`config.mk`:
```
export PLATFORM = sky130hd
export DESIGN_NAME = seg_digit_scanner_flat
export DESIGN_NICKNAME = d
export VERILOG_FILES = /design/src/rtl/seg_digit_scanner_if.sv /design/src/rtl/seg_digit_scanner.sv /design/src/flat_wrapper.sv
export SDC_FILE = /design/constraint.sdc
export NUM_CORES = 1
export LEC_CHECK = 0
export ABC_CLOCK_PERIOD_IN_PS = 3100
export BUFFER_PORTS_ARGS = -buffer_cell sky130_fd_sc_hd__buf_2
export CORE_MARGIN = 3
export CORE_UTILIZATION = 59
export DETAILED_ROUTE_END_ITERATION = 8
export GPL_ROUTABILITY_DRIVEN = 0
export PLACE_DENSITY = 0.8
export SLEW_MARGIN = 5
export SYNTH_ARGS = -nofsm -noshare
export SYNTH_HDL_FRONTEND = slang
export SYNTH_SLANG_ARGS = --single-unit
```
`constraint.sdc`:
```
create_clock -name clk -period 3.1 [get_ports clk]
set_clock_uncertainty 0.05 [all_clocks]
set_input_delay 0.155 -clock clk [delete_from_list [all_inputs] [get_ports clk]]
set_output_delay 0.155 -clock clk [all_outputs]
set_load 0.03 [all_outputs]
```
`src/rtl/seg_digit_scanner_if.sv`:
```
// Bus between a display producer and the digit scanner: value/load/blank_lz in,
// decoder code, anode enables and frame pulse out.
interface seg_digit_scanner_if #(
    parameter int NUM_DIGITS = 4
);
    // load is a single-cycle strobe with no backpressure: the scanner accepts it on
    // every cycle it is high, so there is no ready signal.
    logic [4*NUM_DIGITS-1:0] value_in;
    logic                    load;
    logic                    blank_lz;
    logic [3:0]              digit_out;
    logic [NUM_DIGITS-1:0]   anode_n;
    logic                    frame_done;
    logic                    dbg_on;

    modport master (
        output value_in, load, blank_lz,
        input  digit_out, anode_n, frame_done, dbg_on
    );

    modport slave (
        input  value_in, load, blank_lz,
        output digit_out, anode_n, frame_done, dbg_on
    );
endinterface

```
`src/rtl/seg_digit_scanner.sv`:
```
// Time-multiplexes an N-digit BCD value onto one 7-segment decoder with a per-slot
// ghosting guard, optional leading-zero blanking and frame-synchronous value updates.
module seg_digit_scanner #(
    parameter int         NUM_DIGITS  = 4,
    parameter int         REFRESH_DIV = 50000,
    parameter int         GUARD       = 2,
    parameter logic [3:0] BLANK_CODE  = 4'hF
) (
    input  logic               clk,
    input  logic               reset_n,
    seg_digit_scanner_if.slave bus
);
    localparam int CW = (REFRESH_DIV > 1) ? $clog2(REFRESH_DIV) : 1;
    localparam int IW = $clog2(NUM_DIGITS);
    localparam int VW = 4 * NUM_DIGITS;
    localparam logic [CW-1:0] CNT_LAST  = CW'(REFRESH_DIV - 1);
    localparam logic [CW-1:0] CNT_GUARD = CW'(GUARD);
    localparam logic [IW-1:0] IDX_LAST  = IW'(NUM_DIGITS - 1);

    typedef enum logic {
        ST_GUARD = 1'b0,
        ST_ON    = 1'b1
    } state_t;

    state_t                state_q;
    logic [CW-1:0]         cnt_q, cnt_d;
    logic [IW-1:0]         idx_q, idx_d;
    logic [VW-1:0]         display_q, display_d;
    logic [VW-1:0]         pending_q, pending_d;
    logic                  pending_valid_q, pending_valid_d;
    logic [3:0]            digit_q;
    logic [NUM_DIGITS-1:0] anode_q;
    logic                  frame_done_q;
    logic                  cnt_wrap;
    logic                  boundary;

    // Digit 0 is never blanked; a higher digit goes dark only when it and every
    // digit above it are zero.
    function automatic logic [3:0] digit_code(input logic [VW-1:0] disp,
                                              input logic [IW-1:0] idx,
                                              input logic          blz);
        logic upper_zero;
        upper_zero = 1'b1;
        for (int k = 0; k < NUM_DIGITS; k++) begin
            if (k >= int'(idx) && disp[4*k +: 4] != 4'd0) upper_zero = 1'b0;
        end
        if (blz && idx != '0 && upper_zero) return BLANK_CODE;
        return disp[4*int'(idx) +: 4];
    endfunction

    always_comb begin
        cnt_wrap        = (cnt_q == CNT_LAST);
        boundary        = cnt_wrap && (idx_q == IDX_LAST);
        cnt_d           = cnt_wrap ? '0 : cnt_q + 1'b1;
        idx_d           = idx_q;
        display_d       = display_q;
        pending_d       = pending_q;
        pending_valid_d = pending_valid_q;
        if (cnt_wrap) idx_d = (idx_q == IDX_LAST) ? '0 : idx_q + 1'b1;
        // A load landing on the boundary itself beats any older pending value.
        if (boundary) begin
            pending_valid_d = 1'b0;
            if (bus.load)            display_d = bus.value_in;
            else if (pending_valid_q) display_d = pending_q;
        end else if (bus.load) begin
            pending_d       = bus.value_in;
            pending_valid_d = 1'b1;
        end
    end

    always_ff @(posedge clk or negedge reset_n) begin
        if (!reset_n) begin
            state_q         <= ST_GUARD;
            cnt_q           <= '0;
            idx_q           <= '0;
            display_q       <= {NUM_DIGITS{BLANK_CODE}};
            pending_q       <= '0;
            pending_valid_q <= 1'b0;
            digit_q         <= BLANK_CODE;
            anode_q         <= '1;
            frame_done_q    <= 1'b0;
        end else begin
            cnt_q           <= cnt_d;
            idx_q           <= idx_d;
            display_q       <= display_d;
            pending_q       <= pending_d;
            pending_valid_q <= pending_valid_d;
            frame_done_q    <= (cnt_d == CNT_LAST) && (idx_d == IDX_LAST);
            // The code is latched once per slot so it stays stable through guard and ON.
            if (cnt_wrap) digit_q <= digit_code(display_d, idx_d, bus.blank_lz);
            case (state_q)
                ST_GUARD: begin
                    if (cnt_d >= CNT_GUARD) begin
                        state_q <= ST_ON;
                        anode_q <= ~(NUM_DIGITS'(1) << idx_d);
                    end
                end
                ST_ON: begin
                    if (cnt_wrap) begin
                        state_q <= ST_GUARD;
                        anode_q <= '1;
                    end
                end
                default: begin
                    state_q <= ST_GUARD;
                    anode_q <= '1;
                end
            endcase
        end
    end

    assign bus.digit_out  = digit_q;
    assign bus.anode_n    = anode_q;
    assign bus.frame_done = frame_done_q;
    assign bus.dbg_on     = (state_q == ST_ON);
endmodule

```
`src/flat_wrapper.sv`:
```
// flat-port wrapper written by rule: the top's interface ports become plain ports
module seg_digit_scanner_flat 
#(
    parameter int         NUM_DIGITS  = 4,
    parameter int         REFRESH_DIV = 50000,
    parameter int         GUARD       = 2,
    parameter logic [3:0] BLANK_CODE  = 4'hF
)
  (clk, reset_n, bus_value_in, bus_load, bus_blank_lz, bus_digit_out, bus_anode_n, bus_frame_done, bus_dbg_on);
  seg_digit_scanner_if #(.NUM_DIGITS(NUM_DIGITS)) bus_i ();
  input  logic clk;
  input  logic reset_n;
  input wire logic [$bits(bus_i.value_in)-1:0] bus_value_in;
  input wire logic [$bits(bus_i.load)-1:0] bus_load;
  input wire logic [$bits(bus_i.blank_lz)-1:0] bus_blank_lz;
  output wire logic [$bits(bus_i.digit_out)-1:0] bus_digit_out;
  output wire logic [$bits(bus_i.anode_n)-1:0] bus_anode_n;
  output wire logic [$bits(bus_i.frame_done)-1:0] bus_frame_done;
  output wire logic [$bits(bus_i.dbg_on)-1:0] bus_dbg_on;
  assign bus_i.value_in = bus_value_in;
  assign bus_i.load = bus_load;
  assign bus_i.blank_lz = bus_blank_lz;
  assign bus_digit_out = bus_i.digit_out;
  assign bus_anode_n = bus_i.anode_n;
  assign bus_frame_done = bus_i.frame_done;
  assign bus_dbg_on = bus_i.dbg_on;
  seg_digit_scanner #(.NUM_DIGITS(NUM_DIGITS), .REFRESH_DIV(REFRESH_DIV), .GUARD(GUARD), .BLANK_CODE(BLANK_CODE)) u_core (.clk(clk), .reset_n(reset_n), .bus(bus_i));
endmodule
```
==> impl_metrics.py, run 1 <==
metrics = {
    "die": {
        "dieArea_um2": 6165,
        "num_rows": 25,
        "core_area_um2": 4911,
        "die_w_um": 78.52,
        "ios": 30,
        "start_util": 0.6318,
        "die_h_um": 78.52,
    },
    "clock_network": {
        "clk_pin_slew_ns": 0.07,
        "root_buffer": "clkbuf_8",
        "cts_buffer_depth": 2,
        "cts_sinks": 61,
        "clock_latency_ns": 0.34,
        "cts_inserted_buffers": 9,
        "htree_levels": 3,
        "cts_tree": "built",
    },
    "critical_path": {
        "crit_path_max_fanout": 10,
        "endpoint_kind": "flip-flop",
        "critPathRequiredTime_ns": 3.31,
        "arrival_ns": 3.18,
        "setup.worst_path.class": "flip-flop to flip-flop",
        "slowest_delay_ns": 0.45,
        "crit_slowest_cell": "or3_1",
        "critPathMostFrequentCell": "buf_4",
        "crit_family": "simple AND/OR/NAND/NOR gates",
        "worstPathCellList": "or3_1 -> nor4_4 -> buf_4 -> nand4_2 -> buf_4 -> o221ai_2 -> inv_1 -> mux2_2 -> a221oi_1 -> nand2_1",
        "cp-start-kind": "flip-flop",
        "worstPathBufferInverterCount": 3,
    },
    "timing": {
        "setup-violations-final": 0,
        "drv_slew": 0,
        "fin_crit_sh": 0.9568,
        "tightest_slew_ns": 0.6107,
        "period_needed_ns": 2.966,
        "setup_slack_ns": 0.1341,
        "max_freq_ghz": 0.3372,
        "relSlewSlack": 0.5929,
        "hold_viol": 0,
    },
    "final_layout": {
        "final_nets": 358,
        "syn2layout_area_growth_pct": 18.47,
        "drive_above_1_share": 0.3156,
        "final_cell_mix": "dfrtp_1 (37), nor2_1 (35), buf_2 (29)",
        "n_fill_cell": 339,
        "multiInputGateArea_um2": 1433,
        "antenna_cells": 0,
        "seq_area_um2": 1556,
        "mostFrequentLayoutCell": "dfrtp_1",
    },
    "global_routing": {
        "antenna_found_initial": 0,
        "first_global_vias": 2451,
        "overflow": 0,
        "grt_max_degree": 48,
        "grt_usage": 0.2391,
        "grt_first_pass_wirelength_um": 11560,
    },
    "flow_run": {
        "max_cap_viol_count": 0,
    },
    "logic_synthesis": {
        "ys_ff_latch": 61,
        "seq_area_frac_synth": 0.5016,
        "synthArstFlopShare": 1.000,
        "yosys_warnings": 0,
        "syn_area_um2": 3103,
        "synth_edf_count": 0,
        "ys_types": 50,
        "synth_nets": 313,
        "netlist_instances": 289,
        "syn_area_per_cell_um2": 10.74,
        "synth-main-ff-cell": "dfrtp_1",
    },
    "route": {
        "routed_wl_um": 6749,
        "first_iter_violations": 248,
        "drc": 0,
        "wl_per_cell_um": 16.62,
        "ant_nets": 0,
        "dr.pass1.iters": 6,
        "vias": 2427,
        "vias_per_cell": 5.978,
    },
    "place": {
        "dp_hpwl_um": 4614,
        "port_buffers": 29,
        "place_worst_setup_slack_ns": 0.1501,
    },
    "power_and_ir_drop": {
        "power_density_nw_per_um2": 449.9,
        "total_power_w": 0.001654,
        "p_leak_nw": 1.657,
        "vdd_drop_max_uv": 389.1,
    },
    "hold_path": {
        "hold_class": "input pin to flip-flop",
    },
    "outcome": {
        "status": "completed",
    },
}
==> flip-flops by register name (all words and copies together), names as in the netlist <==
signal,cells
u_core.bus.anode_n,4
u_core.bus.dbg_on,1
u_core.bus.digit_out,4
u_core.bus.frame_done,1
u_core.cnt_q,16
u_core.display_q,16
u_core.idx_q,2
u_core.pending_q,16
u_core.pending_valid_q,1
==> worst reg2reg max path: cells and delay by family (launching register included) <==
kind / cells / cell delay, ns
AND/OR/NAND/NOR: 4 / 1.11
buffers and inverters: 3 / 0.56
AO/OA/AOI/OAI: 2 / 0.48
flip-flops: 1 / 0.42
multiplexers: 1 / 0.27
==> what timing repair did <==
action / CTS / global route
resized for setup: 0 / 3
endpoints found under the hold margin: 21 / 0
hold buffers: 8 / 0
endpoints found under the setup margin: 0 / 8
buffers inserted: 0 / 1
==> power by group <==
| group | internal [W] | total [W] | switching [W] |
|---|---|---|---|
| Clock | 0.000436 | 0.000746 | 0.000310 |
| Combinational | 0.0000372 | 0.0000778 | 0.0000406 |
| Sequential | 0.000819 | 0.000830 | 0.0000113 |
| Total | 0.00129 | 0.00165 | 0.000362 |
==> metal layers <==
metal / track usage / routed length, um / vias up
li1: - / - / 1142
met1: 0.3500 / 3324 / 1178
met2: 0.3430 / 2907 / 96
met3: 0.05275 / 424 / 11
met4: 0.09965 / 93 / 0
met5: 0 / 0 / -
==> final timing paths <==
path	cells after the start	endpoint	start	slack [ns]
max	10	u_core.bus.digit_out[0]	u_core.cnt_q[10]	0.13
min	2	u_core.pending_q[7]	bus_value_in[7]	0.009
min reg2reg	1	u_core.pending_q[10]	u_core.pending_q[10]	0.45
max in group asynchronous	3	u_core.cnt_q[10]	reset_n	1.90
max reg2reg	10	u_core.bus.digit_out[0]	u_core.cnt_q[10]	0.13
min in group asynchronous	2	u_core.pending_valid_q	reset_n	0.20
==> stage by stage <==
stage          instance area (um2)    util  hold WS, ns  TNS [ns]  cells
3_3_place_gp                  3362  0.6846      0.02546         0    381
2_1_floorplan                 3103       -      -0.1906         0    289
6_report                      3676  0.7485     0.009005         0    406
4_1_cts                       3654  0.7439     0.002418         0    405
3_5_place_dp                  3362  0.6846      0.02746         0    381
5_1_grt                       3676  0.7485      0.01307  -0.01021    406
==> cells in the mapped netlist, types with 2 or more instances <==
cell,n,area share
a21o_1,2,0.0048
a21oi_1,6,0.0097
a221oi_1,3,0.0085
a2bb2oi_1,4,0.011
a31oi_1,13,0.026
and2_1,8,0.016
and3_1,6,0.012
and4_1,2,0.0056
buf_2,4,0.0065
clkbuf_1,11,0.013
dfrtp_1,37,0.30
dfstp_2,24,0.20
ha_1,4,0.016
inv_1,10,0.012
inv_2,3,0.0036
mux2_1,10,0.036
mux2_2,7,0.025
mux2i_1,7,0.023
nand2_1,15,0.018
nand3_1,9,0.015
nand4_1,2,0.0040
nor2_1,35,0.042
nor3_1,10,0.016
nor4_4,2,0.014
o21ai_0,4,0.0065
o21ai_1,2,0.0032
o221a_1,4,0.015
o221a_2,4,0.015
o221ai_1,5,0.014
o221ai_2,2,0.0097
o22ai_1,2,0.0040
o32a_1,2,0.0065
or3_1,3,0.0060
xnor2_1,8,0.023
xor2_1,4,0.011
==> cell families after synthesis <==
family | Yosys count | share of synthesized area
mux | 25 | 0.09153
flops | 61 | 0.5016
buf+inv | 30 | 0.04153
simple gates | 101 | 0.1742
compound gates | 56 | 0.1411
xor+xnor | 12 | 0.03387
fa+ha+maj | 4 | 0.01613
==> cell type report <==
| class | instances | area share |
|---|---|---|
| clock inverter | 3 | 0.01157 |
| timing repair buffer | 51 | 0.09326 |
| clock buffer | 13 | 0.04595 |
| inverter | 13 | 0.01327 |
| sequential | 61 | 0.4234 |
| tap | 67 | 0.02280 |
| multi-input combinational | 198 | 0.3897 |
No activity file was read; power rests on OpenSTA's default activity.
==> inputs of run 2 (changes only) <==
RECOVER_POWER = 100   (was default)
==> run 2 against run 1 <==
Effect of this change:
- worst hold slack improved by 0.0014 ns
- sequential share of layout area rose by 0.50 points
- register-to-register slack improved by 0.02 ns
- wire length shrank 0.56%
- highest routed layer unchanged
==> impl_metrics.py, run 2 (synthesis results as in run 1) <==
metrics = {
    "die": {
        "start_util": 0.6318,
        "num_rows": 25,
        "dieArea_um2": 6165,
        "core_area_um2": 4911,
        "die_w_um": 78.52,
        "die_h_um": 78.52,
        "ios": 30,
    },
    "route": {
        "routed_wl_um": 6711,
        "vias_per_cell": 5.951,
        "vias": 2416,
        "first_iter_violations": 219,
        "wl_per_cell_um": 16.53,
        "dr.pass1.iters": 7,
        "ant_nets": 0,
        "drc": 0,
    },
    "final_layout": {
        "drive_above_1_share": 0.2714,
        "antenna_cells": 0,
        "reg_top3": "u_core.cnt_q (16), u_core.display_q (16), u_core.pending_q (16)",
        "final_cell_mix": "dfrtp_1 (37), nor2_1 (35), dfstp_2 (24)",
        "syn2layout_area_growth_pct": 17.10,
        "final_cell_area_um2": 3633,
        "final_nets": 358,
        "finalNonFillerCells": 406,
        "mostFrequentLayoutCell": "dfrtp_1",
    },
    "clock_network": {
        "root_buffer": "clkbuf_8",
        "clock_latency_ns": 0.34,
        "cts_buffer_depth": 2,
        "cts_tree": "built",
        "cts_inserted_buffers": 9,
        "clk_pin_slew_ns": 0.07,
        "cts_sinks": 61,
        "htree_levels": 3,
    },
    "critical_path": {
        "crit_path_max_fanout": 10,
        "cp-start-kind": "flip-flop",
        "r2r_end": "u_core.bus.digit_out[0]",
        "critPathRequiredTime_ns": 3.31,
        "worstReg2RegStart": "u_core.cnt_q[10]",
        "setup.worst_path.class": "flip-flop to flip-flop",
        "arrival_ns": 3.16,
        "rr_worst_depth": 10,
        "endpoint_kind": "flip-flop",
        "r2r_slack_ns": 0.15,
    },
    "power_and_ir_drop": {
        "vdd_drop_max_uv": 389.1,
        "p_leak_nw": 1.611,
        "power_density_nw_per_um2": 454.1,
    },
    "timing": {
        "setup-violations-final": 0,
        "fin_crit_sh": 0.9517,
        "max_freq_ghz": 0.3390,
        "setup_slack_ns": 0.1498,
        "tightest_slew_ns": 1.127,
        "hold_ws_ns": 0.01038,
        "relSlewSlack": 0.2488,
        "fin_tns_setup_ns": 0,
        "hold_viol": 0,
        "drv_slew": 0,
        "period_needed_ns": 2.950,
    },
    "hold_path": {
        "hold_end": "u_core.pending_q[7]",
        "hold_class": "input pin to flip-flop",
        "hp-start": "bus_value_in[7]",
        "hold_depth": 2,
    },
    "place": {
        "placed_cells": 381,
        "place_worst_setup_slack_ns": 0.1501,
        "place_area_um2": 3362,
        "port_buffers": 29,
        "dp_hpwl_um": 4614,
    },
    "global_routing": {
        "grt_first_pass_wirelength_um": 11560,
        "antenna_found_initial": 0,
        "grt_usage": 0.2391,
        "grt_max_degree": 48,
        "first_global_vias": 2451,
        "overflow": 0,
    },
    "outcome": {
        "status": "completed",
    },
    "flow_run": {
        "max_cap_viol_count": 0,
    },
}
==> run 2: cell types whose count changed in the layout (fill, tap and decap cells not counted), sizes merged <==
cell	delta
buf	-17
clkbuf	+17
==> run 2: area by class of cell <==
cell class / count / area, um2
clock buffer: 13 / 168.9
clock inverter: 3 / 42.54
fill: 351 / 1277
inverter: 13 / 48.80
multi-input combinational: 198 / 1433
sequential: 61 / 1556
tap: 67 / 83.83
timing repair buffer: 51 / 300.3
==> run 2: metal layers <==
metal,GRT usage,share of wire
met1,0.3500,0.50
met2,0.3430,0.43
met3,0.05275,0.055
met4,0.09965,0.015
met5,0,0
==> run 2: what timing repair did <==
action                     4_1_cts  5_1_grt
setup buffers                    0        1
gates resized for setup          0        3
hold endpoints to repair        21        0
hold buffers                     8        0
setup endpoints to repair        0        8
==> run 2: report_power, final <==
part,switching [W],leakage (nW),internal [W]
Combinational,0.0000406,0.801,0.0000344
Sequential,0.0000114,0.704,0.000819
Clock,0.000309,0.106,0.000436
Total,0.000361,1.61,0.00129
==> run 2: critical path: stages (launching register included) <==
cell and delay, ns:
dfrtp_1 0.42, or3_1 0.45, nor4_4 0.38, buf_4 0.23, nand4_2 0.20, buf_4 0.24, o221ai_2 0.19, inv_1 0.09
mux2_2 0.27, a221oi_1 0.29, nand2_1 0.08
==> run 2: through the flow <==
step	total power (W)	utilization
floorplan	0.0008703	-
global placement	0.0009116	0.6846
detailed placement	0.0009143	0.6846
CTS	0.001660	0.7439
global route	0.001704	0.7399
finish	0.001650	0.7399
==> run 2: how the worst max path moves through the flow <==
stage | start | slack (ns) | end | cells after the start
CTS | u_core.cnt_q[10] | 0.14 | u_core.bus.digit_out[3] | 10
detailed placement | u_core.cnt_q[10] | 0.15 | u_core.bus.digit_out[1] | 10
floorplan | u_core.cnt_q[4] | 0.27 | u_core.bus.digit_out[0] | 10
global placement | u_core.cnt_q[10] | 0.25 | u_core.bus.digit_out[0] | 10
global route | u_core.cnt_q[10] | -0.008 | u_core.bus.digit_out[3] | 10
finish | u_core.cnt_q[10] | 0.15 | u_core.bus.digit_out[0] | 10
